===== src/rtl/mips_pkg.sv =====
// Shared constants and enums for the multi-cycle MIPS control unit.
// The MIPS_ADDI_EN macro adds the ADDIEX/ADDIWB states to ctrl_state_t.
package mips_pkg;

  localparam logic [5:0] OP_RTYPE = 6'b000000;
  localparam logic [5:0] OP_LW    = 6'b100011;
  localparam logic [5:0] OP_SW    = 6'b101011;
  localparam logic [5:0] OP_BEQ   = 6'b000100;
  localparam logic [5:0] OP_J     = 6'b000010;
  localparam logic [5:0] OP_ADDI  = 6'b001000;

  localparam logic [1:0] ALUOP_ADD   = 2'b00;
  localparam logic [1:0] ALUOP_SUB   = 2'b01;
  localparam logic [1:0] ALUOP_FUNCT = 2'b10;

  typedef enum logic [1:0] {
    SRCB_RT    = 2'b00,
    SRCB_FOUR  = 2'b01,
    SRCB_IMM   = 2'b10,
    SRCB_IMMSH = 2'b11
  } alusrcb_t;

  typedef enum logic [1:0] {
    PCSRC_ALU    = 2'b00,
    PCSRC_ALUOUT = 2'b01,
    PCSRC_JUMP   = 2'b10
  } pcsrc_t;

  typedef enum logic [3:0] {
    S_IDLE   = 4'd0,
    S_FETCH  = 4'd1,
    S_DECODE = 4'd2,
    S_MEMADR = 4'd3,
    S_MEMRD  = 4'd4,
    S_MEMWB  = 4'd5,
    S_MEMWR  = 4'd6,
    S_EXEC   = 4'd7,
    S_ALUWB  = 4'd8,
    S_BRANCH = 4'd9,
    S_JUMP   = 4'd10
`ifdef MIPS_ADDI_EN
    ,
    S_ADDIEX = 4'd11,
    S_ADDIWB = 4'd12
`endif
  } ctrl_state_t;

endpackage


===== src/rtl/mips_retire_cnt.sv =====
// Retired-instruction counter: wraps modulo 2^CNT_W, cleared by reset.
module mips_retire_cnt #(
  parameter int CNT_W = 32
) (
  input  logic             clk,
  input  logic             resetN,
  input  logic             retire_i,
  output logic [CNT_W-1:0] count_o
);

  logic [CNT_W-1:0] cnt_q, cnt_d;

  always_comb begin
    cnt_d = cnt_q;
    if (retire_i) cnt_d = cnt_q + CNT_W'(1);
  end

  always_ff @(posedge clk) begin
    if (!resetN) cnt_q <= '0;
    else         cnt_q <= cnt_d;
  end

  assign count_o = cnt_q;

endmodule


===== src/rtl/mips_multicycle_ctrl.sv =====
// Moore control FSM for the multi-cycle MIPS datapath with a retire counter.
// Define MIPS_ADDI_EN to add the addi path (ADDIEX -> ADDIWB).
module mips_multicycle_ctrl
  import mips_pkg::*;
#(
  parameter int CNT_W = 32
) (
  input  logic             clk,
  input  logic             resetN,
  input  logic [5:0]       opCode,
  input  logic             zero,
  input  logic             memReady,
  output logic             PCWrite,
  output logic             PCWriteCond,
  output logic             IorD,
  output logic             MemRead,
  output logic             MemWrite,
  output logic             MemtoReg,
  output logic             IRWrite,
  output logic [1:0]       PCSource,
  output logic [1:0]       ALUOp,
  output logic             ALUSrcA,
  output logic [1:0]       ALUSrcB,
  output logic             RegWrite,
  output logic             RegDst,
  output logic             illegalOp,
  output logic [CNT_W-1:0] instrCount
);

  ctrl_state_t state_q, state_d;
  logic        retire;

  // The branch decision is made in the datapath from PCWriteCond and zero.
  logic zero_unused;
  assign zero_unused = zero;

  always_ff @(posedge clk) begin
    if (!resetN) state_q <= S_IDLE;
    else         state_q <= state_d;
  end

  always_comb begin
    state_d     = state_q;
    retire      = 1'b0;
    PCWrite     = 1'b0;
    PCWriteCond = 1'b0;
    IorD        = 1'b0;
    MemRead     = 1'b0;
    MemWrite    = 1'b0;
    MemtoReg    = 1'b0;
    IRWrite     = 1'b0;
    PCSource    = PCSRC_ALU;
    ALUOp       = ALUOP_ADD;
    ALUSrcA     = 1'b0;
    ALUSrcB     = SRCB_RT;
    RegWrite    = 1'b0;
    RegDst      = 1'b0;
    illegalOp   = 1'b0;

    case (state_q)
      S_IDLE: state_d = S_FETCH;
      S_FETCH: begin
        MemRead = 1'b1;
        ALUSrcB = SRCB_FOUR;
        if (memReady) begin
          IRWrite = 1'b1;
          PCWrite = 1'b1;
          state_d = S_DECODE;
        end
      end
      S_DECODE: begin
        ALUSrcB = SRCB_IMMSH;
        case (opCode)
          OP_LW, OP_SW: state_d = S_MEMADR;
          OP_RTYPE:     state_d = S_EXEC;
          OP_BEQ:       state_d = S_BRANCH;
          OP_J:         state_d = S_JUMP;
`ifdef MIPS_ADDI_EN
          OP_ADDI:      state_d = S_ADDIEX;
`endif
          default: begin
            // PC+4 is already written, so an unknown opcode acts as a NOP.
            illegalOp = 1'b1;
            state_d   = S_FETCH;
          end
        endcase
      end
      S_MEMADR: begin
        ALUSrcA = 1'b1;
        ALUSrcB = SRCB_IMM;
        if (opCode == OP_LW)      state_d = S_MEMRD;
        else if (opCode == OP_SW) state_d = S_MEMWR;
        else                      state_d = S_FETCH;
      end
      S_MEMRD: begin
        MemRead = 1'b1;
        IorD    = 1'b1;
        if (memReady) state_d = S_MEMWB;
      end
      S_MEMWB: begin
        RegWrite = 1'b1;
        MemtoReg = 1'b1;
        retire   = 1'b1;
        state_d  = S_FETCH;
      end
      S_MEMWR: begin
        MemWrite = 1'b1;
        IorD     = 1'b1;
        if (memReady) begin
          retire  = 1'b1;
          state_d = S_FETCH;
        end
      end
      S_EXEC: begin
        ALUSrcA = 1'b1;
        ALUOp   = ALUOP_FUNCT;
        state_d = S_ALUWB;
      end
      S_ALUWB: begin
        RegWrite = 1'b1;
        RegDst   = 1'b1;
        retire   = 1'b1;
        state_d  = S_FETCH;
      end
      S_BRANCH: begin
        ALUSrcA     = 1'b1;
        ALUOp       = ALUOP_SUB;
        PCWriteCond = 1'b1;
        PCSource    = PCSRC_ALUOUT;
        retire      = 1'b1;
        state_d     = S_FETCH;
      end
      S_JUMP: begin
        PCWrite  = 1'b1;
        PCSource = PCSRC_JUMP;
        retire   = 1'b1;
        state_d  = S_FETCH;
      end
`ifdef MIPS_ADDI_EN
      S_ADDIEX: begin
        ALUSrcA = 1'b1;
        ALUSrcB = SRCB_IMM;
        state_d = S_ADDIWB;
      end
      S_ADDIWB: begin
        RegWrite = 1'b1;
        retire   = 1'b1;
        state_d  = S_FETCH;
      end
`endif
      default: state_d = S_FETCH;
    endcase
  end

  mips_retire_cnt #(
    .CNT_W(CNT_W)
  ) u_retire_cnt (
    .clk     (clk),
    .resetN  (resetN),
    .retire_i(retire),
    .count_o (instrCount)
  );

endmodule


===== config.mk =====
export PLATFORM = sky130hd
export DESIGN_NAME = mips_multicycle_ctrl
export DESIGN_NICKNAME = d
export VERILOG_FILES = /design/src/rtl/mips_pkg.sv /design/src/rtl/mips_retire_cnt.sv /design/src/rtl/mips_multicycle_ctrl.sv
export SDC_FILE = /design/constraint.sdc
export NUM_CORES = 1
export LEC_CHECK = 0
export BUFFER_PORTS_ARGS = -buffer_cell sky130_fd_sc_hd__buf_2
export CORE_MARGIN = 8
export CORE_UTILIZATION = 35
export CTS_CLUSTER_SIZE = 20
export DETAILED_ROUTE_END_ITERATION = 8
export HOLD_SLACK_MARGIN = 0.02
export PLACE_DENSITY = 0.56
export REMOVE_ABC_BUFFERS = 1
export SYNTH_ARGS = -nofsm -noshare
export SYNTH_HDL_FRONTEND = slang
export SYNTH_HIERARCHICAL = 1
export SYNTH_SLANG_ARGS = --single-unit
export TNS_END_PERCENT = 20

===== constraint.sdc =====
create_clock -name clk -period 4.3 [get_ports clk]
set_input_delay 0.86 -clock clk [delete_from_list [all_inputs] [get_ports clk]]
set_output_delay 0.86 -clock clk [all_outputs]
set_load 0.005 [all_outputs]

==> out/summary.txt <==
Status: finished clean
Max-slew violations: 0
CP max-delay cell: dfxtp_1
Worst hold start: u_retire_cnt/count_o[31]
Critical path type: flop to flop
Setup bufs post-CTS: 0
Cts repair resizes: 0
Layout cells sized above 1: 25.2%
FF+latch count, synth: 36
Power Internal: 0.000478 W
Initial Util: 35.8%
Worst-path maximum fanout: 19
Post-DRT Antenna Nets: 0
NetSw: 0.000148 W
Leading post-synthesis cells by cell area: dfxtp_1 34%, nand2b_1 4.5%, nor2_1 4.3%
Setup tns final: 0 ns
Critical path's largest stage delay: 0.70 ns
DIE AREA: 8760 um^2
Share of the synthesized area in the top cell type: 34.2%
Cell Area, Synth: 2110 um^2
PD cells: 253 nW/um^2
Skew-Pair Late Insertion Delay: 0.28 ns
Final instance area: 2480 um^2
Top_reg_cell synth: dfxtp_1
Sink Count: 36
Min Tclk post-route: 2.98 ns
Min Hold Slack: 0.468 ns
Clock network power share: 39.5%
Global-route usage over all layers: 12.3%
Detailed Routing Iterations Pass 1: 4
Detailed router's first-iteration violation count: 93
Cell Count Post-Placement: 369
Vias in the first global route: 1,939
I/O Buffers: 57
Switching share of power: 23.7%
Flop pwr share: 54.1%
Num rows: 28
Number of synthesized flops with an enable pin: 0
Leading area contributor after synthesis: dfxtp_1
Seq/Total Area, Yosys: 34.2%
Pin count of the biggest net entering global routing: 27
Final-stage net count: 312
Static leakage power: 1.01 nW
Placer Congestion: 0.823
H-tree Lvls: 2
Worst vdd rail ir drop: 146 uV
# hold bufs at CTS: 0
Final Cycle Share: 69.2%
Vias: 2,038
CP arrival: 3.18 ns
Final setup fails: 0
RR Startpoint: state_q[1]
Req. time, crit path: 4.51 ns
WL per Instance: 14.1 um
Initial antenna violation count: 0
Hold Crit Class: flop to flop
Max-cap violations: 0
DR vias/cell: 5.41
CP cell instances: and3b_1, o21ai_1, o21ai_0, buf_4, and4_1, nand4_1, or4_1, a21oi_1
Worst Setup SP: state_q[1]
Area Growth Syn to Fin: 17.6%
Clk slew on worst S/H paths: 0.07 ns
Mapped Cells: 255
Library cells used by synthesis: 52
Synth Warn #: 6
Maximum clock rate: 0.336 GHz
Ant. Diodes: 0
Dpl cell area: 2380 um^2
Boundary pin count: 59
CTS tree: yes
Core ar.: 5890 um^2
CP Launch Type: flop
Unrepaired setup endpoints after global routing: false
DP HPWL: 3.80 mm
Final cell count without fillers: 377
Synth Area per Inst: 8.26 um^2
Clock Skews: 0.00511 ns
Root Driver: clkbuf_8
CTS buffer count: 5
Endpoints failing hold: 0
Slew @ Worst Pin: 0.679 ns
First-pass GRT wire length: 9.05 mm
Residual DRC: 0
Max Buffers Root-to-Sink: 2
Die H: 93.6 um
Combinational power share: 6.4%
Die W: 93.6 um
Gr ovfl total: 0
Async S/R FF share, synth: 0%
Normalized max-slew margin: 54.7%
WL final: 5.32 mm
Worst Setup End Kind: flop
## cells by family after synthesis
kind of cell,after synthesis,share of synthesized area [%]
and+or+nand+nor,124,33.6
adders and majority gates,1,0.594
xor gates and xnor gates,15,6.24
buffers and inverters,26,6.41
AOI/OAI and AO/OA,49,17.1
muxes,4,1.90
DFF,36,34.2
## cell usage after synthesis (all sizes together) (8+ instances only)
library cell	count
buf	11
nor2	25
nand2b	15
nand3	10
xor2	9
dfxtp	36
clkbuf	8
o41ai	8
nand4	14
o311ai	8
nand2	19
a21oi	13
## routing by layer
metal | track usage, % | share of wire (%)
met3 | 4.81 | 7.0
met5 | 0 | 0
met2 | 19.3 | 46
met1 | 15.3 | 47
met4 | 3.57 | 0.53
## cell usage in the layout (no fill, tap or decap), drive strengths merged, types with 3 or more instances in the layout
master  synthesis  layout
nor4            3       3
or4             5       5
nor3            7       7
a211oi          3       3
clkbuf          8       6
nand3          10      10
xor2            9       9
o21ai           7       7
inv             7       7
xnor2           6       6
nand2b         15      15
and2            3       3
dfxtp          36      36
nand4          14      14
and3            4       4
a21oi          13      13
or3             4       4
mux2i           4       4
nor2           25      25
o41ai           8       8
o311ai          8       8
buf            11      58
and4            4       4
nand2          19      19
o31ai           4       4
## sequential cells by signal, summed over array words and instances, names as in the netlist
name / count
state_q: 4
u_retire_cnt/count_o: 32
## critical path: cells and delay by family, from the launching register on
| kind | cells | cell delay (ns) |
|---|---|---|
| buffers and inverters | 1 | 0.17 |
| AOI/OAI and AO/OA | 3 | 0.38 |
| DFF | 1 | 0.70 |
| and+or+nand+nor | 4 | 1.65 |
## stage by stage
stage | util, % | setup WS, ns | power (W)
after global routing | 42.1 | 0.933 | 0.000658
after global placement | 40.5 | 1.12 | 0.000387
after CTS | 42.1 | 1.33 | 0.000641
after detailed placement | 40.5 | 1.07 | 0.000387
final | 42.1 | 1.32 | 0.000627
after floorplan | - | 1.26 | 0.000368
## layout make-up
cell class              instances  area [um^2]
flip-flops and latches         36          721
inverters                       7         26.3
clock buffers                   6         82.6
multi-input cells             193         1250
fillers                       639         3410
clock inverters                 2         10.0
well taps                      75         93.8
repair buffers                 58          293
## worst paths after layout
check | slack (ns) | end | depth (start not counted)
worst max-delay path | 1.32 | u_retire_cnt/count_o[22] | 8
worst min-delay path | 0.47 | u_retire_cnt/count_o[31] | 2
worst max register to register | 1.32 | u_retire_cnt/count_o[22] | 8
worst min register to register | 0.47 | u_retire_cnt/count_o[31] | 2
## power by group through the flow
stage	Combinational [W]	Clock (W)	Sequential, W
finish	0.0000401	0.000248	0.000339
global route	0.0000454	0.000274	0.000339
CTS	0.0000407	0.000262	0.000339
detailed placement	0.0000403	0	0.000347
global placement	0.0000399	0	0.000347
floorplan	0.0000228	0	0.000346
No activity file was read; power rests on OpenSTA's default activity.
